`src/rtl/signed_restoring_divider.sv`:
```
// ---------------------------------------------------------------------------
// signed_restoring_divider
//   Multi-cycle two's-complement divider for the multdiv unit. Operands are
//   reduced to magnitudes on start, one restoring-division step runs per
//   clock, and the results are sign-corrected in a final FIXUP cycle.
//   Latency from the accepting edge: WIDTH+1 edges, or 1 edge for divide
//   by zero.
//
// Ports
//   clock, reset     rising-edge clock, synchronous active-high reset
//   start            request, sampled only while busy=0
//   dividend/divisor signed operands, captured on the accepting edge
//   quotient         signed quotient, truncated toward zero
//   remainder        signed remainder, sign follows dividend
//   busy             operation in flight
//   done             one-cycle completion pulse
//   ovf              MIN / -1 overflow, valid with done
//   div_by_zero      divisor was zero, valid with done
// ---------------------------------------------------------------------------
module signed_restoring_divider #(
    parameter int WIDTH = 4
) (
    input  logic             clock,
    input  logic             reset,
    input  logic             start,
    input  logic [WIDTH-1:0] dividend,
    input  logic [WIDTH-1:0] divisor,
    output logic [WIDTH-1:0] quotient,
    output logic [WIDTH-1:0] remainder,
    output logic             busy,
    output logic             done,
    output logic             ovf,
    output logic             div_by_zero
);

    localparam int CNT_W = $clog2(WIDTH + 1);
    localparam logic [WIDTH-1:0] MIN_VAL = {1'b1, {(WIDTH-1){1'b0}}};

    typedef enum logic [1:0] {IDLE, RUN, FIXUP, ZERO} state_t;

    state_t           state, state_next;
    logic             accept;
    logic             sign_q, sign_r, ovf_pend;
    // dvd_mag starts as |dividend|; quotient bits shift in from the right as
    // dividend bits shift out the top, so after WIDTH steps it holds |q|.
    logic [WIDTH-1:0] dvd_mag;
    logic [WIDTH-1:0] dvs_mag;
    // Partial remainder is always < |divisor| <= 2^(WIDTH-1), so WIDTH bits
    // suffice between steps; the shift below supplies the extra top bit.
    logic [WIDTH-1:0] prem;
    logic [CNT_W-1:0] cnt;

    logic [WIDTH:0]   shifted, trial;
    logic [WIDTH-1:0] dividend_abs, divisor_abs;
    logic [WIDTH-1:0] q_fix, r_fix, dvd_signed;

    // ---------------- next-state logic ----------------
    always_comb begin
        state_next = state;
        accept     = 1'b0;
        case (state)
            IDLE: begin
                if (start) begin
                    accept     = 1'b1;
                    state_next = (divisor == '0) ? ZERO : RUN;
                end
            end
            RUN:     if (cnt == CNT_W'(1)) state_next = FIXUP;
            FIXUP:   state_next = IDLE;
            ZERO:    state_next = IDLE;
            default: state_next = IDLE;
        endcase
    end

    always_ff @(posedge clock) begin
        if (reset) state <= IDLE;
        else       state <= state_next;
    end

    // ---------------- datapath helpers ----------------
    always_comb begin
        // |MIN| wraps to MIN, which read unsigned is exactly 2^(WIDTH-1).
        dividend_abs = dividend[WIDTH-1] ? -dividend : dividend;
        divisor_abs  = divisor[WIDTH-1]  ? -divisor  : divisor;
        shifted      = {prem, dvd_mag[WIDTH-1]};
        trial        = shifted - {1'b0, dvs_mag};
        q_fix        = sign_q ? -dvd_mag : dvd_mag;
        r_fix        = sign_r ? -prem    : prem;
        // In ZERO the magnitude register is untouched, so this rebuilds the
        // captured dividend without storing it separately.
        dvd_signed   = sign_r ? -dvd_mag : dvd_mag;
    end

    always_ff @(posedge clock) begin
        if (reset) begin
            sign_q      <= 1'b0;
            sign_r      <= 1'b0;
            ovf_pend    <= 1'b0;
            dvd_mag     <= '0;
            dvs_mag     <= '0;
            prem        <= '0;
            cnt         <= '0;
            quotient    <= '0;
            remainder   <= '0;
            busy        <= 1'b0;
            done        <= 1'b0;
            ovf         <= 1'b0;
            div_by_zero <= 1'b0;
        end else begin
            done <= 1'b0;
            case (state)
                IDLE: begin
                    if (accept) begin
                        sign_q      <= dividend[WIDTH-1] ^ divisor[WIDTH-1];
                        sign_r      <= dividend[WIDTH-1];
                        ovf_pend    <= (dividend == MIN_VAL) && (divisor == '1);
                        dvd_mag     <= dividend_abs;
                        dvs_mag     <= divisor_abs;
                        prem        <= '0;
                        cnt         <= CNT_W'(WIDTH);
                        busy        <= 1'b1;
                        ovf         <= 1'b0;
                        div_by_zero <= 1'b0;
                    end
                end
                RUN: begin
                    // trial[WIDTH] is the borrow: set means restore.
                    if (!trial[WIDTH]) begin
                        prem    <= trial[WIDTH-1:0];
                        dvd_mag <= {dvd_mag[WIDTH-2:0], 1'b1};
                    end else begin
                        prem    <= shifted[WIDTH-1:0];
                        dvd_mag <= {dvd_mag[WIDTH-2:0], 1'b0};
                    end
                    cnt <= cnt - 1'b1;
                end
                FIXUP: begin
                    // MIN / -1 needs no special path: |q| = 2^(WIDTH-1) with
                    // sign_q=0 already reads as MIN, and the remainder is 0.
                    quotient  <= q_fix;
                    remainder <= r_fix;
                    ovf       <= ovf_pend;
                    done      <= 1'b1;
                    busy      <= 1'b0;
                end
                ZERO: begin
                    quotient    <= '0;
                    remainder   <= dvd_signed;
                    div_by_zero <= 1'b1;
                    done        <= 1'b1;
                    busy        <= 1'b0;
                end
                default: busy <= 1'b0;
            endcase
        end
    end

endmodule

```
`config.mk`:
```
export PLATFORM = sky130hd
export DESIGN_NAME = signed_restoring_divider
export DESIGN_NICKNAME = d
export VERILOG_FILES = /design/src/rtl/signed_restoring_divider.sv
export SDC_FILE = /design/constraint.sdc
export NUM_CORES = 1
export LEC_CHECK = 0
export ABC_AREA = 1
export CAP_MARGIN = 25
export CORE_MARGIN = 2
export CORE_UTILIZATION = 55
export DETAILED_ROUTE_END_ITERATION = 10
export PLACE_DENSITY_LB_ADDON = 0.1
export SETUP_SLACK_MARGIN = 0.4
export SYNTH_ARGS = -nofsm -noshare
export SYNTH_HDL_FRONTEND = slang
export SYNTH_SLANG_ARGS = --single-unit
```
`constraint.sdc`:
```
create_clock -name clock -period 1.9 [get_ports clock]
set_input_delay 0.38 -clock clock [delete_from_list [all_inputs] [get_ports clock]]
set_output_delay 0.38 -clock clock [all_outputs]
set_load 0.01 [all_outputs]
```
-- Word-level counts from Yosys, hierarchy flattened
Index checks and enable logic that the tools add are counted.
- bits in registers: 32
- input port bits: 11
- output and inout bits: 12
- add/sub/neg operators: 6
- eq/ne operators: 9
- muxes and demuxes: 27
- bitwise operators: 1
- reduce and logical (&&, ||, !) cells: 15
- operator list (operator ; count):
    2-to-1 mux 4 bit ; 8
    case mux 4 bit (2 select lines) ; 4
    negator 4 bit ; 4
    AND reduction 2 bit ; 6
    nonzero test 2 bit ; 5
    equality test 4 bit (second input constant) ; 2
    2-to-1 mux 1 bit ; 6
    2-to-1 mux 2 bit ; 3
    inequality test 2 bit (second input constant) ; 3
    case mux 1 bit (2 select lines) ; 3
    case mux 2 bit (3 select lines) ; 1
    case mux 3 bit (2 select lines) ; 1
    subtractor 5 x 4 -> 5 bit ; 1
    equality test 2 bit (second input constant) ; 2
    logical NOT 4 bit ; 1
    equality test 3 x 1 -> 1 bit (second input constant) ; 1
    2-to-1 mux 3 bit ; 1
    subtractor 3 x 1 -> 3 bit (second input constant) ; 1
    equality test 2 x 1 -> 1 bit (second input constant) ; 1
    logical NOT 2 bit ; 1
    OR reduction 2 bit ; 1
    logical AND 1 bit ; 1
    bitwise XOR 1 bit ; 1

-- Longest topological paths before layout
Gate-level depths: netlist of run 1.
- depth in word-level cells: 4
- mapped depth: 12
- gate-level depth less buffers: 12

-- Least setup slack after synthesis of run 1
No wires, ideal clock.
- kind: reg-to-reg
- start: register dvd_mag[3]
- end: register prem[3]
- library setup time: 0.118 ns
- data arrival time: 1.510 ns
- required time: 1.782 ns
- path slack: 0.272 ns
- cell stages (with the launch flop): 13
- buffers on the path: 0
- clock period less this slack: 1.628 ns
- cells stage by stage: dfxtp_1 inv_1 ha_1 inv_1 fa_1 nand2_1 nand2_2 nand2_2 nand2_4 nand2_4 nand2_1 nand3_2 a21oi_2
- cells in the longest elaborated chain, start to end: 3
- ends and longest elaborated chain (what ; RTL line ; source):
    start, declared ; 46 ; logic [WIDTH-1:0] dvd_mag;
    start signal, assigned ; 117 ; dvd_mag <= dividend_abs;
    start signal, assigned ; 130 ; dvd_mag <= {dvd_mag[WIDTH-2:0], 1'b1};
    start signal, assigned ; 133 ; dvd_mag <= {dvd_mag[WIDTH-2:0], 1'b0};
    subtractor 5 x 4 -> 5 bit ; 86 ; trial = shifted - {1'b0, dvs_mag};
    2-to-1 mux 4 bit ; 128 ; if (!trial[WIDTH]) begin
    case mux 4 bit (2 select lines) ; 111 ; case (state)
    end signal, assigned ; 129 ; prem <= trial[WIDTH-1:0];
    end signal, assigned ; 132 ; prem <= shifted[WIDTH-1:0];
    end, declared ; 50 ; logic [WIDTH-1:0] prem;
Every way passes these cells.
A chain may end at the register's enable or synchronous reset.

-- Final worst setup path of run 1
- start: register dvd_mag[3]
- end: register prem[0]
- cells in the longest elaborated chain, start to end: 3
- ends and longest elaborated chain (what ; RTL line):
    subtractor 5 x 4 -> 5 bit ; 86
    2-to-1 mux 4 bit (*) ; 128
    case mux 4 bit (2 select lines) (*) ; 111
Every way passes the cells marked *; elsewhere a longest branch is shown, timed or not.

==> results of run 1 <==
==> repair_timing <==
item / in CTS / in global routing
resized for setup: 16 / 12
buffers inserted: 3 / 1
endpoints found under the setup margin: 17 / 8
hold buffers: 0 / 0
pin swaps: 1 / 5
==> logic make-up (layout without fill, tap and decap cells) <==
family                     count (synthesis)  after routing  share of synthesized area
DFF                                       32             32                      0.355
and+or+nand+nor                           97             97                      0.266
adders and majority gates                 12             12                     0.0874
xor gates and xnor gates                   4              4                     0.0194
buffers and inverters                     46             75                      0.104
AOI/OAI and AO/OA                         55             55                      0.168
==> cell type report <==
cell class,instances,area [sq um]
inverters,40,159
flip-flops and latches,32,646
repair buffers,27,243
well taps,44,55.1
multi-input cells,168,1030
clock inverters,2,10.0
clock buffers,6,51.3
fillers,279,886
==> critical path: cells and delay by family (launching register included) <==
kind / cells / cell delay [ps]
buffers and inverters: 2 / 100
AO/OA/AOI/OAI: 1 / 60
AND/OR/NAND/NOR: 7 / 510
adder cells (fa/ha/maj): 2 / 520
flip-flops: 1 / 350
==> state kept, by name, indices dropped and copies added, names as in the netlist, 2 cells and up <==
register / flops
state: 2
dvs_mag: 4
prem: 4
quotient: 4
dvd_mag: 4
remainder: 4
cnt: 3
==> metrics by stage <==
stage               worst slack, ps  total power [W]
global placement                177          0.00134
global route                    176          0.00193
CTS                             294          0.00177
finish                          262          0.00180
floorplan                       372          0.00122
detailed placement              180          0.00135
==> power groups by stage <==
stage               clock network (W)  registers (W)  logic (W)
floorplan                           0       0.000785   0.000433
global placement                    0       0.000792   0.000546
detailed placement                  0       0.000793   0.000556
CTS                          0.000416       0.000778   0.000572
global route                 0.000442       0.000789   0.000699
finish                       0.000411       0.000781   0.000610
==> synthesized netlist by cell type <==
master,n
nand4_1,2
o221ai_1,2
nand3_2,1
clkinv_2,1
ha_1,11
o211ai_1,3
nor3_1,4
or2_1,1
clkbuf_1,2
nand3_1,20
dfxtp_1,32
nand2_1,48
a31oi_1,3
nand2_2,3
xor2_1,2
nand3_4,2
or2_4,1
nand2_4,4
fa_1,1
xnor2_1,2
buf_6,1
a21oi_1,26
inv_1,34
a211oi_1,2
o21ai_1,2
inv_4,1
or2_2,1
inv_2,4
buf_2,3
o21ai_0,16
a21oi_2,1
nor2_1,10
==> layer usage <==
layer / part of all wire / global-route usage / routed length, microns / vias up
met2: 0.46 / 0.377 / 1730 / 48
met4: 0.011 / 0.0745 / 43 / 0
met3: 0.064 / 0.0441 / 244 / 6
met5: 0 / 0 / 0 / -
li1: - / - / - / 870
met1: 0.47 / 0.332 / 1790 / 751
==> placed cells by master (no fill, tap or decap), types with 5 or more instances in the layout <==
cell type,n
dlygate4sd2_1,12
nand2_1,44
inv_1,32
o21ai_0,15
nand3_1,18
ha_1,10
nand2_4,6
nand2_2,5
clkbuf_4,5
nor2_1,10
buf_4,5
dfxtp_1,28
a21oi_1,24
clkdlybuf4s50_1,10
==> path summary, 6_finish.rpt <==
path / startpoint / endpoint / slack [ps] / depth (start not counted)
min reg2reg: quotient[0]$_SDFFE_PP0N_ / quotient[0]$_SDFFE_PP0N_ / 470 / 2
max: dvd_mag[3]$_SDFFE_PP0P_ / prem[0]$_SDFFE_PP0P_ / 260 / 12
min: quotient[0]$_SDFFE_PP0N_ / quotient[0]$_SDFFE_PP0N_ / 470 / 2
max reg2reg: dvd_mag[3]$_SDFFE_PP0P_ / prem[0]$_SDFFE_PP0P_ / 260 / 12
==> qor.tcl, run 1 <==
set qor(outcome) {finished, final reports clean}
set qor(synth.avg_cell_area_sq_um) 7.33
set qor(syn-cell-area_sq_um) 1800
set qor(die_h_microns) 61.3
set qor(wl_per_cell_microns) 11.9
set qor(top_level_ports) 23
set qor(power_switching_share) 0.363
set qor(portBuffers) 22
set qor(post_place_cell_area_sq_um) 2070
set qor(setup_viol) 0
set qor(layout-drive-gt1-share) 0.175
set qor(critical_path_arrival_ps) 1860
set qor(grt_max_degree) 20
set qor(globalRoute.totalOverflow) 0
set qor(clock-root-buffer) {clkbuf_4}
set qor(postLayoutCellArea_sq_um) 2190
set qor(clock_power_share) 0.228
set qor(synth-seq-area-share) 0.355
set qor(cts_buffers) 5
set qor(per_cell_via_count_in_the_routed_design) 5.25
set qor(power.density_cell_area_nw_per_um2) 822
set qor(worst_path_largest_cell_delay_ps) 400
set qor(rows) 20
set qor(timing_worst_setup_path_type) {flop to flop}
set qor(timing.critical_path.fanout_max) 5
set qor(synthToLayoutAreaGrowth_pct) 21.5
set qor(routabilityCongestion) 0.820
set qor(insertedDiodeCount) 0
set qor(seqPwrFrac) 0.433
set qor(cp_data_required_time_ps) 2130
set qor(crit_chain) {inv_4 > ha_4 > inv_2 > fa_2 > nand2_2 > nand2_4 > nand2_4 > nand2_4 > nand2_4 > nand2_2 > nand3_1 > a21oi_1}
set qor(timing.final.hold_violations) 0
set qor(placed_cells_incl_taps) 307
set qor(tightestPinTransition_ps) 355
set qor(yosys.area.top_type_share) 0.355
set qor(cts_buffer_depth) 2
set qor(setup_repair_after_global_routing_missed_its_margin) {true}
set qor(cap_viol_max_count) 0
set qor(cell_internal_pwr_w) 0.00115
set qor(detail_route.iter0.violations) 76
set qor(antenna_found_initial) 0
set qor(critical_path.endpoint_type) {flop}
set qor(timing.critical_path.from_type) {flop}
set qor(vias_in_the_first_global_route) 1476
set qor(worst_path_most_repeated_cell) {nand2_4}
set qor(max_slew_headroom) 0.763
set qor(worst_clock_skew_ps) 7.06
set qor(synth_area_leader_cell) {dfxtp_1}
set qor(tmin_final_ps) 1640
set qor(cellLeakagePower_nw) 1.01
set qor(power.combinational.fraction) 0.338
set qor(yosys_register_bits) 32
set qor(detail_route.wirelength_microns) 3810
set qor(net_switching_power_w) 0.000654
set qor(htree_num_levels) 2
set qor(layout.core_utilization) 0.712
set qor(final_ant_viol_nets) 0
set qor(yosys_warnings) 0
set qor(floorplan.die.width_microns) 61.3
set qor(design.core.area_sq_um) 3080
set qor(standard_cell_with_the_maximum_stage_delay_on_the_critical_path) {fa_2}
set qor(tritoncts) {built}
set qor(first_pass_iters) 4
set qor(netlist_instances) 246
set qor(synth.distinct_cells) 32
set qor(starting_utilization_of_the_core_area) 0.586
set qor(maxClockFrequency_mhz) 610
set qor(min_path_type) {flop to flop}
set qor(slew_violations) 0
set qor(finalHoldWorstSlack_ps) 467
set qor(detailed_route_via_count) 1675
set qor(post_synth_main_area_contributors) {dfxtp_1 (36%), nand2_1 (10%), ha_1 (7.6%), a21oi_1 (7.2%), inv_1 (7.1%)}
set qor(all_layer_global_routing_usage) 0.239
set qor(worstSkewPairLatency_ps) 330
set qor(max_ir_drop_vdd_mv) 0.431
set qor(wire_length_of_the_first_global_routing_pass_microns) 6630
set qor(fin_tns_setup_ps) 0
set qor(dp_hpwl_microns) 2780
set qor(layout.cells.non_filler) 319
set qor(postSynthNetCount) 269
set qor(design.die.area_sq_um) 3750
set qor(clkTransAtPathRegs_ps) 100
set qor(remaining_drc_errors) 0
set qor(clock-sinks) 32
set qor(nets) 297
set qor(min_period_over_period) 0.862
(Power assumes the default switching activity.)
==> run 2: changes to the inputs <==
MAX_ROUTING_LAYER = met4   (was not set)
==> qor.tcl, run 2 (synthesized netlist as in run 1, its figures left out) <==
set qor(max_slew_headroom) 0.763
set qor(tmin_final_ps) 1640
set qor(outcome) {finished, final reports clean}
set qor(worst_path_most_repeated_cell) {nand2_4}
set qor(cts_buffer_depth) 2
set qor(routabilityCongestion) 0.832
set qor(worst_clock_skew_ps) 6.88
set qor(tightestPinTransition_ps) 355
set qor(n_fill_cell) 279
set qor(remaining_drc_errors) 0
set qor(design.die.area_sq_um) 3750
set qor(cts_buffers) 5
set qor(critical_path.endpoint_type) {flop}
set qor(cellLeakagePower_nw) 1.01
set qor(tritoncts) {built}
set qor(max_ir_drop_vdd_mv) 0.431
set qor(final_ant_viol_nets) 0
set qor(worstSkewPairLatency_ps) 330
set qor(nets) 297
set qor(vias_in_the_first_global_route) 1475
set qor(crit_path_buffers_inverters) 2
set qor(critical_path_depth) 12
set qor(layout-drive-gt1-share) 0.175
set qor(setup_viol) 0
set qor(wire_length_of_the_first_global_routing_pass_microns) 6630
set qor(clock-sinks) 32
set qor(critical_path_arrival_ps) 1870
set qor(cts_hold_repair.buffers) 0
set qor(crit_chain) {inv_4 > ha_4 > inv_2 > fa_2 > nand2_2 > nand2_4 > nand2_4 > nand2_4 > nand2_4 > nand2_2 > nand3_1 > a21oi_1}
set qor(timing.critical_path.from_type) {flop}
set qor(wl_per_cell_microns) 11.9
set qor(globalRoute.totalOverflow) 0
set qor(detail_route.wirelength_microns) 3810
set qor(finalHoldWorstSlack_ps) 467
set qor(timing.final.hold_violations) 0
set qor(first_pass_iters) 4
set qor(timing_worst_setup_path_type) {flop to flop}
set qor(clkTransAtPathRegs_ps) 100
set qor(worst_path_largest_cell_delay_ps) 400
set qor(cap_viol_max_count) 0
set qor(standard_cell_with_the_maximum_stage_delay_on_the_critical_path) {fa_2}
set qor(commonest_non_fill_non_tap_cell_in_the_layout) {nand2_1}
set qor(floorplan.die.width_microns) 61.3
set qor(portBuffers) 22
set qor(mostFrequentLayoutCells) {nand2_1 (44), inv_1 (32), dfxtp_1 (28)}
set qor(rows) 20
set qor(slew_violations) 0
set qor(clock-root-buffer) {clkbuf_4}
set qor(top_level_ports) 23
set qor(cp_data_required_time_ps) 2130
set qor(min_path_type) {flop to flop}
set qor(dp_hpwl_microns) 2780
set qor(antenna_found_initial) 0
set qor(starting_utilization_of_the_core_area) 0.586
set qor(power.density_cell_area_nw_per_um2) 822
set qor(grt_max_degree) 20
set qor(all_layer_global_routing_usage) 0.248
set qor(per_cell_via_count_in_the_routed_design) 5.25
set qor(detail_route.iter0.violations) 76
set qor(critical_path.top_delay_family) {adder cells}
set qor(hold_depth) 2
set qor(insertedDiodeCount) 0
set qor(synthToLayoutAreaGrowth_pct) 21.5
set qor(htree_num_levels) 2
set qor(worst-r2r-cell-count) 12
set qor(fin_tns_setup_ps) 0
set qor(die_h_microns) 61.3
set qor(maxClockFrequency_mhz) 610
set qor(min_period_over_period) 0.863
set qor(detailed_route_via_count) 1675
set qor(setup_repair_after_global_routing_missed_its_margin) {true}
set qor(design.core.area_sq_um) 3080
set qor(timing.critical_path.fanout_max) 5
## run 2: metal layers
layer	part of all wire	track usage	vias up
met3	0.066	0.0630	6
met1	0.47	0.332	748
met4	0.011	0.0559	0
li1	-	-	870
met2	0.46	0.377	51
met5	0	-	-
## run 2: timing repair
action                     4_1_cts  5_1_grt
setup endpoints to repair       17        8
pin swaps                        1        5
buffers inserted                 3        1
gates cloned                     0        0
gates resized for setup         16       12
## run 2: power breakdown
| part | switching (W) | leakage, nW | total, W | internal, W |
|---|---|---|---|---|
| Combinational | 0.000366 | 0.711 | 0.000610 | 0.000244 |
| Sequential | 0.0000524 | 0.263 | 0.000781 | 0.000729 |
| Clock | 0.000235 | 0.0380 | 0.000411 | 0.000176 |
| Total | 0.000654 | 1.01 | 0.00180 | 0.00115 |
## run 2: final timing paths
check                                           endpoint                     start  slack [ps]
worst max-delay path                prem[0]$_SDFFE_PP0P_   dvd_mag[3]$_SDFFE_PP0P_         260
worst min-delay path            quotient[0]$_SDFFE_PP0N_  quotient[0]$_SDFFE_PP0N_         470
worst max register to register      prem[0]$_SDFFE_PP0P_   dvd_mag[3]$_SDFFE_PP0P_         260
worst min register to register  quotient[0]$_SDFFE_PP0N_  quotient[0]$_SDFFE_PP0N_         470
## run 2: worst min-delay path, delay by kind of cell (launching register included)
family / cells / cell delay, ps
and+or+nand+nor: 1 / 60
DFF: 1 / 320
AOI/OAI and AO/OA: 1 / 50
## run 2: final cells by class
class	count	area, sq um	share of cell area
inverters	40	159	0.0725
flip-flops and latches	32	646	0.295
repair buffers	27	243	0.111
multi-input cells	168	1030	0.469
well taps	44	55.1	0.0251
clock inverters	2	10.0	0.00457
clock buffers	6	51.3	0.0234
## run 2: metrics by stage
step | utilization | cells | power, W | instance area, sq um | setup WS [ps]
after global routing | 0.712 | 319 | 0.00193 | 2190 | 176
after floorplan | - | 246 | 0.00122 | 1820 | 372
after CTS | 0.698 | 318 | 0.00177 | 2150 | 294
after detailed placement | 0.672 | 307 | 0.00135 | 2070 | 180
final | 0.712 | 319 | 0.00180 | 2190 | 260
after global placement | 0.672 | 307 | 0.00134 | 2070 | 177
